==> src/rtl/synchronizer_debouncer.sv <==
// Multi-channel CDC synchronizer with registered edge pulses and an optional per-channel
// debounce filter, enabled by defining SYNCHRONIZER_DEBOUNCE_EN.
module synchronizer_debouncer #(
   parameter int               WIDTH           = 4,
   parameter int               STAGES          = 2,
   parameter int               DEBOUNCE_CYCLES = 4,
   parameter logic [WIDTH-1:0] RESET_VALUE     = '0
) (
   input  logic             Clock,
   input  logic             Reset,
   input  logic [WIDTH-1:0] Async_i,
   output logic [WIDTH-1:0] Sync_o,
   output logic [WIDTH-1:0] Rise_o,
   output logic [WIDTH-1:0] Fall_o
);

   logic [STAGES-1:0][WIDTH-1:0] stage_q;
   logic [WIDTH-1:0]             s;
   logic [WIDTH-1:0]             prev_q;

   // Async_i is sampled only by stage 0; every later stage sees a registered value.
   always_ff @(posedge Clock) begin
      if (Reset) begin
         stage_q <= {STAGES{RESET_VALUE}};
      end else begin
         stage_q <= {stage_q[STAGES-2:0], Async_i};
      end
   end

   assign s = stage_q[STAGES-1];

`ifdef SYNCHRONIZER_DEBOUNCE_EN
   localparam int          CW       = $clog2(DEBOUNCE_CYCLES + 1);
   localparam logic [CW-1:0] CNT_LAST = CW'(DEBOUNCE_CYCLES - 1);

   logic [WIDTH-1:0][CW-1:0] cnt_q, cnt_d;
   logic [WIDTH-1:0]         sync_q, sync_d;

   always_comb begin
      cnt_d  = cnt_q;
      sync_d = sync_q;
      for (int i = 0; i < WIDTH; i++) begin
         if (s[i] == sync_q[i]) begin
            cnt_d[i] = '0;
         end else if (cnt_q[i] == CNT_LAST) begin
            sync_d[i] = s[i];
            cnt_d[i]  = '0;
         end else begin
            cnt_d[i] = cnt_q[i] + CW'(1);
         end
      end
   end

   always_ff @(posedge Clock) begin
      if (Reset) begin
         cnt_q  <= '0;
         sync_q <= RESET_VALUE;
      end else begin
         cnt_q  <= cnt_d;
         sync_q <= sync_d;
      end
   end

   assign Sync_o = sync_q;
`else
   assign Sync_o = s;
`endif

   always_ff @(posedge Clock) begin
      if (Reset) begin
         prev_q <= RESET_VALUE;
      end else begin
         prev_q <= Sync_o;
      end
   end

   // Pulses decode registers only, so no combinational path from Async_i exists.
   assign Rise_o = Sync_o & ~prev_q;
   assign Fall_o = ~Sync_o & prev_q;

endmodule
==> config.mk <==
export PLATFORM = sky130hd
export DESIGN_NAME = synchronizer_debouncer
export DESIGN_NICKNAME = d
export VERILOG_FILES = /design/src/rtl/synchronizer_debouncer.sv
export SDC_FILE = /design/constraint.sdc
export NUM_CORES = 1
export LEC_CHECK = 0
export CAP_MARGIN = 30
export CORE_MARGIN = 2
export CORE_UTILIZATION = 30
export CTS_CLUSTER_SIZE = 12
export DETAILED_ROUTE_END_ITERATION = 8
export REMOVE_ABC_BUFFERS = 1
export SLEW_MARGIN = 20
export SYNTH_ARGS = -nofsm -noshare
export SYNTH_HDL_FRONTEND = slang
export SYNTH_SLANG_ARGS = --single-unit
==> constraint.sdc <==
create_clock -name Clock -period 1 [get_ports Clock]
set_input_delay 0.1 -clock Clock [delete_from_list [all_inputs] [get_ports Clock]]
set_output_delay 0.1 -clock Clock [all_outputs]
set_load 0.01 [all_outputs]
==> impl_metrics.json, run 1 <==
{
  "outcome": "complete, no violations",
  "finalCriticalPeriod_ns": 0.9733,
  "antenna_found_initial": 0,
  "drv_cap": 0,
  "synth_cells": 37,
  "synth_cell_types": 7,
  "rsz0062_at_grt": "true",
  "worstPathCellList": "dlygate4sd2_1",
  "synth_area_leaders": "dfxtp_1, nor2b_2, nor2b_1",
  "seq_power_share": 0.518,
  "syn_area_um2": 446.7,
  "critPathKind": "flip-flop to output pin",
  "leakage_uw": 0.0002915,
  "dr_total_vias": 275,
  "hold_class": "primary input to flip-flop",
  "synth_area_per_cell_um2": 12.07,
  "critical-path-slowest-cell": "dfxtp_2",
  "p_sw_uw": 199.1,
  "cts_inserted_buffers": 3,
  "cts_root_buf": "clkbuf_4",
  "dieWidth_um": 42.59,
  "met3_usage": 0.02586,
  "crit_family": "flip-flops",
  "grt_max_degree": 8,
  "whs_ns": 0.3903,
  "worst_setup_path_start_kind": "flip-flop",
  "fmax_mhz": 1027,
  "tightest_slew_ns": 0.1216,
  "drive_above_1_share": 0.6364,
  "insertion_delay_ns": 0.27,
  "antenna_left": 0,
  "combPwrFrac": 0.097,
  "via_per_inst": 3.929,
  "fin_crit_sh": 0.9733,
  "peakVddDrop_v": 0.0005596,
  "cts_tree": "yes",
  "hp-start": "Async_i[3]",
  "crit_buf_inv": 1,
  "sw_frac_of_total": 0.2028,
  "slowest_delay_ns": 0.33,
  "cp.arrival_ns": 0.87,
  "finalClockSkew_ns": 0.0003039,
  "die_area_um2": 1813,
  "layout_commonest_cell": "nor2b_2",
  "drv_slew": 0,
  "cp_max_fo": 4,
  "core_area_um2": 1350,
  "area_growth_pct": 40.90,
  "globalRouteMet2Util": 0.09538,
  "cts_sinks": 12,
  "place_ws_ns": -0.1101,
  "r2r_start": "Sync_o[3]",
  "initial_utilization": 0.3309,
  "die_h_um": 42.59,
  "grt.overflow.total": 0,
  "grt_pass1_wl_um": 931,
  "rows": 13,
  "p_total_uw": 981.5,
  "final_util": 0.4662,
  "p_int_uw": 782.4,
  "final_cell_mix": "nor2b_2, dfxtp_2, buf_2",
  "cts_setup_buffers": 0,
  "grt_pass1_vias": 221,
  "n_fill_cell": 132,
  "path_clk_slew_ns": 0.07,
  "ys_warn_count": 0,
  "netlist.area_leader.share": 0.5378,
  "io_buffers": 17,
  "setup_slack_ns": 0.02674,
  "critPathLaunch": "Sync_o[1]",
  "cts_buffer_depth": 2,
  "finalHoldViolCount": 0,
  "num_antenna_cells": 0,
  "synth_top_area_cell": "dfxtp_1",
  "busiest_layer": "met4",
  "drc": 0,
  "slew-limit-headroom": 0.9187,
  "yosysSeqAreaShare": 0.5378,
  "end_kind": "output pin",
  "ys_seq_elements": 12,
  "h-tree-depth": 1,
  "groute.usage.overall": 0.07801,
  "p_per_area_nw_per_um2": 1560,
  "nets": 62,
  "cp_data_required_time_ns": 0.90,
  "drt-total-wl_um": 585,
  "wl_per_cell_um": 8.357,
  "p_clk_frac": 0.385,
  "finalSetupViolCount": 0,
  "ioPinCount": 18,
  "grt_use_met1": 0.07874,
  "routabilityCongestion": 0.6514,
  "dr.pass1.iters": 2,
  "rrSetupSlack_ns": 0.38,
  "first_iter_violations": 1
}
path summary, 6_finish.rpt:
check / endpoint / cells after the start
worst max-delay path: Sync_o[1] / 1
worst min-delay path: stage_q[3] / 2
worst max register to register: prev_q[3] / 1
worst min register to register: Sync_o[1] / 1
routing by layer:
metal,vias up,part of all wire
met2,12,0.45
li1,143,-
met1,116,0.42
met3,4,0.065
met5,-,0
met4,0,0.067
kinds of logic (layout without fill, tap and decap cells):
| family | after synthesis | count (layout) | synth area share |
|---|---|---|---|
| buffers and inverters | 5 | 23 | 0.09244 |
| flip-flops | 12 | 12 | 0.5378 |
| AND/OR/NAND/NOR | 20 | 20 | 0.3698 |
cell usage after synthesis:
cell type	number
and2b_2	2
buf_4	4
buf_6	1
dfxtp_1	12
nor2b_1	8
nor2b_2	8
nor2b_4	2
power by group through the flow:
stage	combinational [uW]	clock (uW)	sequential [uW]
CTS	92.4	400	506
global route	102	419	511
detailed placement	107	0	517
global placement	106	0	516
finish	95.5	378	508
floorplan	34.7	0	518
registers in the layout (all words and copies together), names as in the netlist:
name	count
stage_q	4
Sync_o	4
prev_q	4
cell type report:
type | instances | area (um^2) | share of cell area
clock buffer | 4 | 36.28 | 0.05765
tap | 15 | 18.77 | 0.02982
sequential | 12 | 249.0 | 0.3956
timing repair buffer | 19 | 150.1 | 0.2386
multi-input combinational | 20 | 175.2 | 0.2783
metrics by stage:
step | instances | area (um^2) | TNS [ns]
6_report | 70 | 629.4 | 0
5_1_grt | 70 | 629.4 | -0.1160
4_1_cts | 70 | 605.6 | 0
3_5_place_dp | 66 | 609.3 | -0.6878
3_3_place_gp | 66 | 609.3 | -0.5975
2_1_floorplan | 32 | 405.4 | 0
what timing repair did:
item                                    4_1_cts  5_1_grt
hold buffers                                  0        0
endpoints found under the setup margin       12       11
resized for setup                            40        9
Note: power is estimated with default switching activity, not from simulation.
==> run 2, diff against run 1 <==
--- a/config.mk
+++ b/config.mk
@@ -6,7 +6,6 @@
 export NUM_CORES = 1
 export LEC_CHECK = 0
 export CAP_MARGIN = 30
-export CORE_MARGIN = 2
 export CORE_UTILIZATION = 30
 export CTS_CLUSTER_SIZE = 12
 export DETAILED_ROUTE_END_ITERATION = 8
==> impl_metrics.json, run 2 (same netlist as run 1, synthesis figures left out) <==
{
  "outcome": "complete, no violations",
  "area_growth_pct": 36.41,
  "path_clk_slew_ns": 0.06,
  "p_sw_uw": 173.5,
  "num_antenna_cells": 0,
  "core_area_um2": 1350,
  "slowest_delay_ns": 0.34,
  "cts_sinks": 12,
  "layout_commonest_cell": "nor2b_2",
  "cts_root_buf": "clkbuf_4",
  "critical-path-slowest-cell": "dfxtp_2",
  "drv_slew": 0,
  "ioPinCount": 18,
  "cts_inserted_buffers": 3,
  "n_fill_cell": 139,
  "peakVddDrop_v": 0.0005345,
  "insertion_delay_ns": 0.26,
  "final_cell_mix": "nor2b_2, buf_2, dfxtp_2, nor2b_1, dfxtp_1",
  "dieWidth_um": 40.59,
  "p_clk_frac": 0.310,
  "drc": 0,
  "cp_max_fo": 4,
  "seq_power_share": 0.582,
  "nets": 63,
  "whs_ns": 0.4134,
  "finalCriticalPeriod_ns": 0.9616,
  "dr.pass1.iters": 2,
  "h-tree-depth": 1,
  "crit_buf_inv": 1,
  "finalHoldViolCount": 0,
  "groute.usage.overall": 0.08800,
  "finalClockSkew_ns": 0.002420,
  "p_per_area_nw_per_um2": 1432,
  "critPathKind": "flip-flop to output pin",
  "grt.overflow.total": 0,
  "worst_setup_path_start_kind": "flip-flop",
  "combPwrFrac": 0.109,
  "sw_frac_of_total": 0.1988,
  "grt_pass1_vias": 222,
  "initial_utilization": 0.3309,
  "cts_tree": "yes",
  "end_kind": "output pin",
  "cts_setup_buffers": 0,
  "antenna_found_initial": 0,
  "drv_cap": 0,
  "cp.arrival_ns": 0.86,
  "die_h_um": 40.59,
  "wl_per_cell_um": 8.157,
  "grt_max_degree": 7,
  "cts_buffer_depth": 2,
  "dpl.hpwl_um": 455.4,
  "fin_crit_sh": 0.9616,
  "dr_total_vias": 273,
  "rsz0062_at_grt": "true",
  "worstPathCellList": "dlygate4sd2_1",
  "first_iter_violations": 2,
  "hold_class": "primary input to flip-flop",
  "antenna_left": 0,
  "p_int_uw": 699.1,
  "finalSetupViolCount": 0,
  "drive_above_1_share": 0.6182,
  "grt_pass1_wl_um": 890,
  "crit_family": "flip-flops",
  "fmax_mhz": 1040,
  "die_area_um2": 1647,
  "rows": 13,
  "cp_data_required_time_ns": 0.90,
  "layoutNonFillerInstCount": 70,
  "final_util": 0.4513,
  "final.setup.tns_ns": 0,
  "drt-total-wl_um": 571,
  "via_per_inst": 3.900,
  "tightest_slew_ns": 0.1573,
  "io_buffers": 17,
  "leakage_uw": 0.0002894,
  "slew-limit-headroom": 0.8948,
  "dp_cells": 67,
  "routabilityCongestion": 0.6423
}
-- run 2: cell count changes in the layout (fill, tap and decap cells not counted) --
cell and delta:
dlygate4sd2_1 +1, dfxtp_1 +1, nor2b_2 +1, clkbuf_8 -1, buf_6 -1, buf_2 +1, dfxtp_2 -1, nor2b_4 -1
clkdlybuf4s15_1 -1, buf_4 +1
-- run 2: through the flow --
stage | total power (uW) | area, um^2 | setup slack (ns)
5_1_grt | 910.3 | 609.3 | -0.01295
6_report | 872.6 | 609.3 | 0.03839
3_3_place_gp | 624.6 | 616.8 | -0.09975
3_5_place_dp | 627.2 | 616.8 | -0.1211
4_1_cts | 887.1 | 601.8 | 0.02519
2_1_floorplan | 552.8 | 405.4 | 0.2896
-- run 2: what timing repair did --
action,in CTS,in global routing
hold buffers,0,0
resized for setup,42,4
hold endpoints to repair,0,0
setup endpoints to repair,12,6
-- run 2: worst paths after layout --
kind,from,endpoint,slack (ns),cells past startpoint
hold / removal,Async_i[1],stage_q[1],0.41,2
setup reg to reg,Sync_o[3],prev_q[3],0.39,1
hold reg to reg,stage_q[0],Sync_o[0],0.44,1
setup / recovery,Sync_o[1],Sync_o[1],0.04,1
-- run 2: cell type report --
type	instances	area, um^2	area share
Clock buffer	3	22.52	0.03696
Multi-Input combinational cell	20	170.2	0.2793
Sequential cell	12	247.7	0.4066
Tap cell	15	18.77	0.03080
Timing Repair Buffer	20	150.1	0.2464
-- run 2: per-layer routing --
metal / wire length (um) / global-route usage / up-vias
li1: - / - / 143
met2: 275 / 0.1310 / 12
met5: 0 / 0 / -
met4: 0 / 0.05000 / 0
met1: 243 / 0.1070 / 118
met3: 52 / 0.03333 / 0
-- run 2: power groups by stage --
| stage | clock, uW | combinational (uW) | sequential [uW] |
|---|---|---|---|
| 2_1_floorplan | 0 | 34.7 | 518 |
| 6_report | 270 | 94.8 | 507 |
| 4_1_cts | 284 | 95.7 | 507 |
| 3_5_place_dp | 0 | 110 | 517 |
| 5_1_grt | 294 | 106 | 510 |
| 3_3_place_gp | 0 | 109 | 516 |
==> run 3, diff against run 2 <==
--- a/config.mk
+++ b/config.mk
@@ -9,6 +9,7 @@
 export CORE_UTILIZATION = 30
 export CTS_CLUSTER_SIZE = 12
 export DETAILED_ROUTE_END_ITERATION = 8
+export RECOVER_POWER = 50
 export REMOVE_ABC_BUFFERS = 1
 export SLEW_MARGIN = 20
 export SYNTH_ARGS = -nofsm -noshare
==> impl_metrics.json, run 3 (same netlist as run 1, synthesis figures left out) <==
{
  "cts_inserted_buffers": 3,
  "cts_hold_repair.buffers": 0,
  "nets": 63,
  "finalClockSkew_ns": 0.002433,
  "ff2ff_path_depth": 1,
  "slowest_delay_ns": 0.34,
  "drc": 0,
  "min_path_cells": 2,
  "finalCriticalPeriod_ns": 0.9616,
  "routabilityCongestion": 0.6423,
  "cts_root_buf": "clkbuf_4",
  "core_area_um2": 1350,
  "p_per_area_nw_per_um2": 1445,
  "cts_buffer_depth": 2,
  "die_h_um": 40.59,
  "peakVddDrop_v": 0.0005304,
  "whs_ns": 0.4150,
  "leakage_uw": 0.0002848,
  "antenna_left": 0,
  "first_iter_violations": 2,
  "cts_sinks": 12,
  "dp_cells": 67,
  "setup_slack_ns": 0.03840,
  "fmax_mhz": 1040,
  "num_antenna_cells": 0,
  "hold-path-endpoint": "stage_q[1]",
  "dr.pass1.iters": 2,
  "groute.usage.overall": 0.08800,
  "cp_data_required_time_ns": 0.90,
  "final_util": 0.4449,
  "fin_crit_sh": 0.9616,
  "grt_pass1_vias": 222,
  "end_kind": "output pin",
  "drive_above_1_share": 0.6000,
  "worstPathCellList": "dlygate4sd2_1",
  "tightest_slew_ns": 0.1570,
  "drv_slew": 0,
  "hold_class": "primary input to flip-flop",
  "grt_pass1_wl_um": 890,
  "grt_max_degree": 7,
  "cts_setup_buffers": 0,
  "rrSetupSlack_ns": 0.39,
  "area_growth_pct": 34.45,
  "ioPinCount": 18,
  "layout_commonest_cell": "nor2b_2",
  "h-tree-depth": 1,
  "wl_per_cell_um": 8.157,
  "r2r-end": "prev_q[3]",
  "rsz0062_at_grt": "true",
  "via_per_inst": 3.900,
  "place_ws_ns": -0.1211,
  "outcome": "complete, no violations",
  "drt-total-wl_um": 571,
  "dr_total_vias": 273,
  "final_cell_mix": "nor2b_2, buf_2, dfxtp_2, nor2b_1, dfxtp_1",
  "cp.arrival_ns": 0.86,
  "crit_buf_inv": 1,
  "seqCellArea_um2": 247.7,
  "rows": 13,
  "insertion_delay_ns": 0.26,
  "io_buffers": 17,
  "slew-limit-headroom": 0.8950,
  "grt.overflow.total": 0,
  "cts_tree": "yes",
  "dpl.hpwl_um": 455.4,
  "path_clk_slew_ns": 0.06,
  "multi_input_area_um2": 170.2,
  "final.setup.tns_ns": 0,
  "n_fill_cell": 139,
  "die_area_um2": 1647,
  "dieWidth_um": 40.59,
  "layoutNonFillerInstCount": 70,
  "cp_max_fo": 4,
  "initial_utilization": 0.3309,
  "crit_family": "flip-flops",
  "critPathKind": "flip-flop to output pin",
  "finalHoldViolCount": 0,
  "antenna_found_initial": 0,
  "critical-path-slowest-cell": "dfxtp_2",
  "worst_setup_path_start_kind": "flip-flop",
  "finalSetupViolCount": 0,
  "drv_cap": 0,
  "hp-start": "Async_i[1]",
  "r2r_start": "Sync_o[3]"
}
## run 3: cell count changes in the layout (fill, tap and decap cells not counted)
| cell | before | now |
|---|---|---|
| buf_4 | 3 | 0 |
| dlygate4sd3_1 | 0 | 1 |
| clkdlybuf4s50_1 | 5 | 4 |
| clkbuf_1 | 0 | 1 |
| clkbuf_2 | 0 | 2 |
## run 3: metal layers
| layer | wire [um] | track usage | up-vias | share of wire |
|---|---|---|---|---|
| met3 | 51 | 0.03333 | 0 | 0.089 |
| li1 | - | - | 143 | - |
| met2 | 274 | 0.1310 | 12 | 0.48 |
| met4 | 0 | 0.05000 | 0 | 0 |
| met5 | 0 | 0 | - | 0 |
| met1 | 245 | 0.1070 | 118 | 0.43 |
## run 3: power by group
part,internal [uW],total (uW),leakage (uW),switching [uW]
combinational,56.7,89.9,0.000170,33.2
sequential,499,507,0.000101,8.59
clock,139,270,0.0000138,132
total,694,868,0.000285,173
## run 3: worst max path at each step
stage                      endpoint      start  depth (start not counted)
after detailed placement  Rise_o[1]  Sync_o[1]                          2
after global routing      Rise_o[1]  Sync_o[1]                          2
after floorplan           Rise_o[3]  Sync_o[3]                          1
after global placement    Rise_o[1]  Sync_o[1]                          2
after CTS                 Sync_o[2]  Sync_o[2]                          1
final                     Sync_o[1]  Sync_o[1]                          1
## run 3: layout make-up
type                    instances  area share
clock buffers                   3     0.03750
multi-input cells              20      0.2833
flip-flops and latches         12      0.4125
well taps                      15     0.03125
repair buffers                 20      0.2354
## run 3: per-stage QoR
step                      total power, uW  cell area [um^2]
after CTS                           887.1             601.8
after detailed placement            627.2             616.8
after global routing                905.2             600.6
after floorplan                     552.8             405.4
final                               867.6             600.6
after global placement              624.6             616.8
## run 3: repair_timing
action,CTS,global route
gates resized for setup,42,4
pin swaps,0,0
endpoints found under the hold margin,0,0
endpoints found under the setup margin,12,6
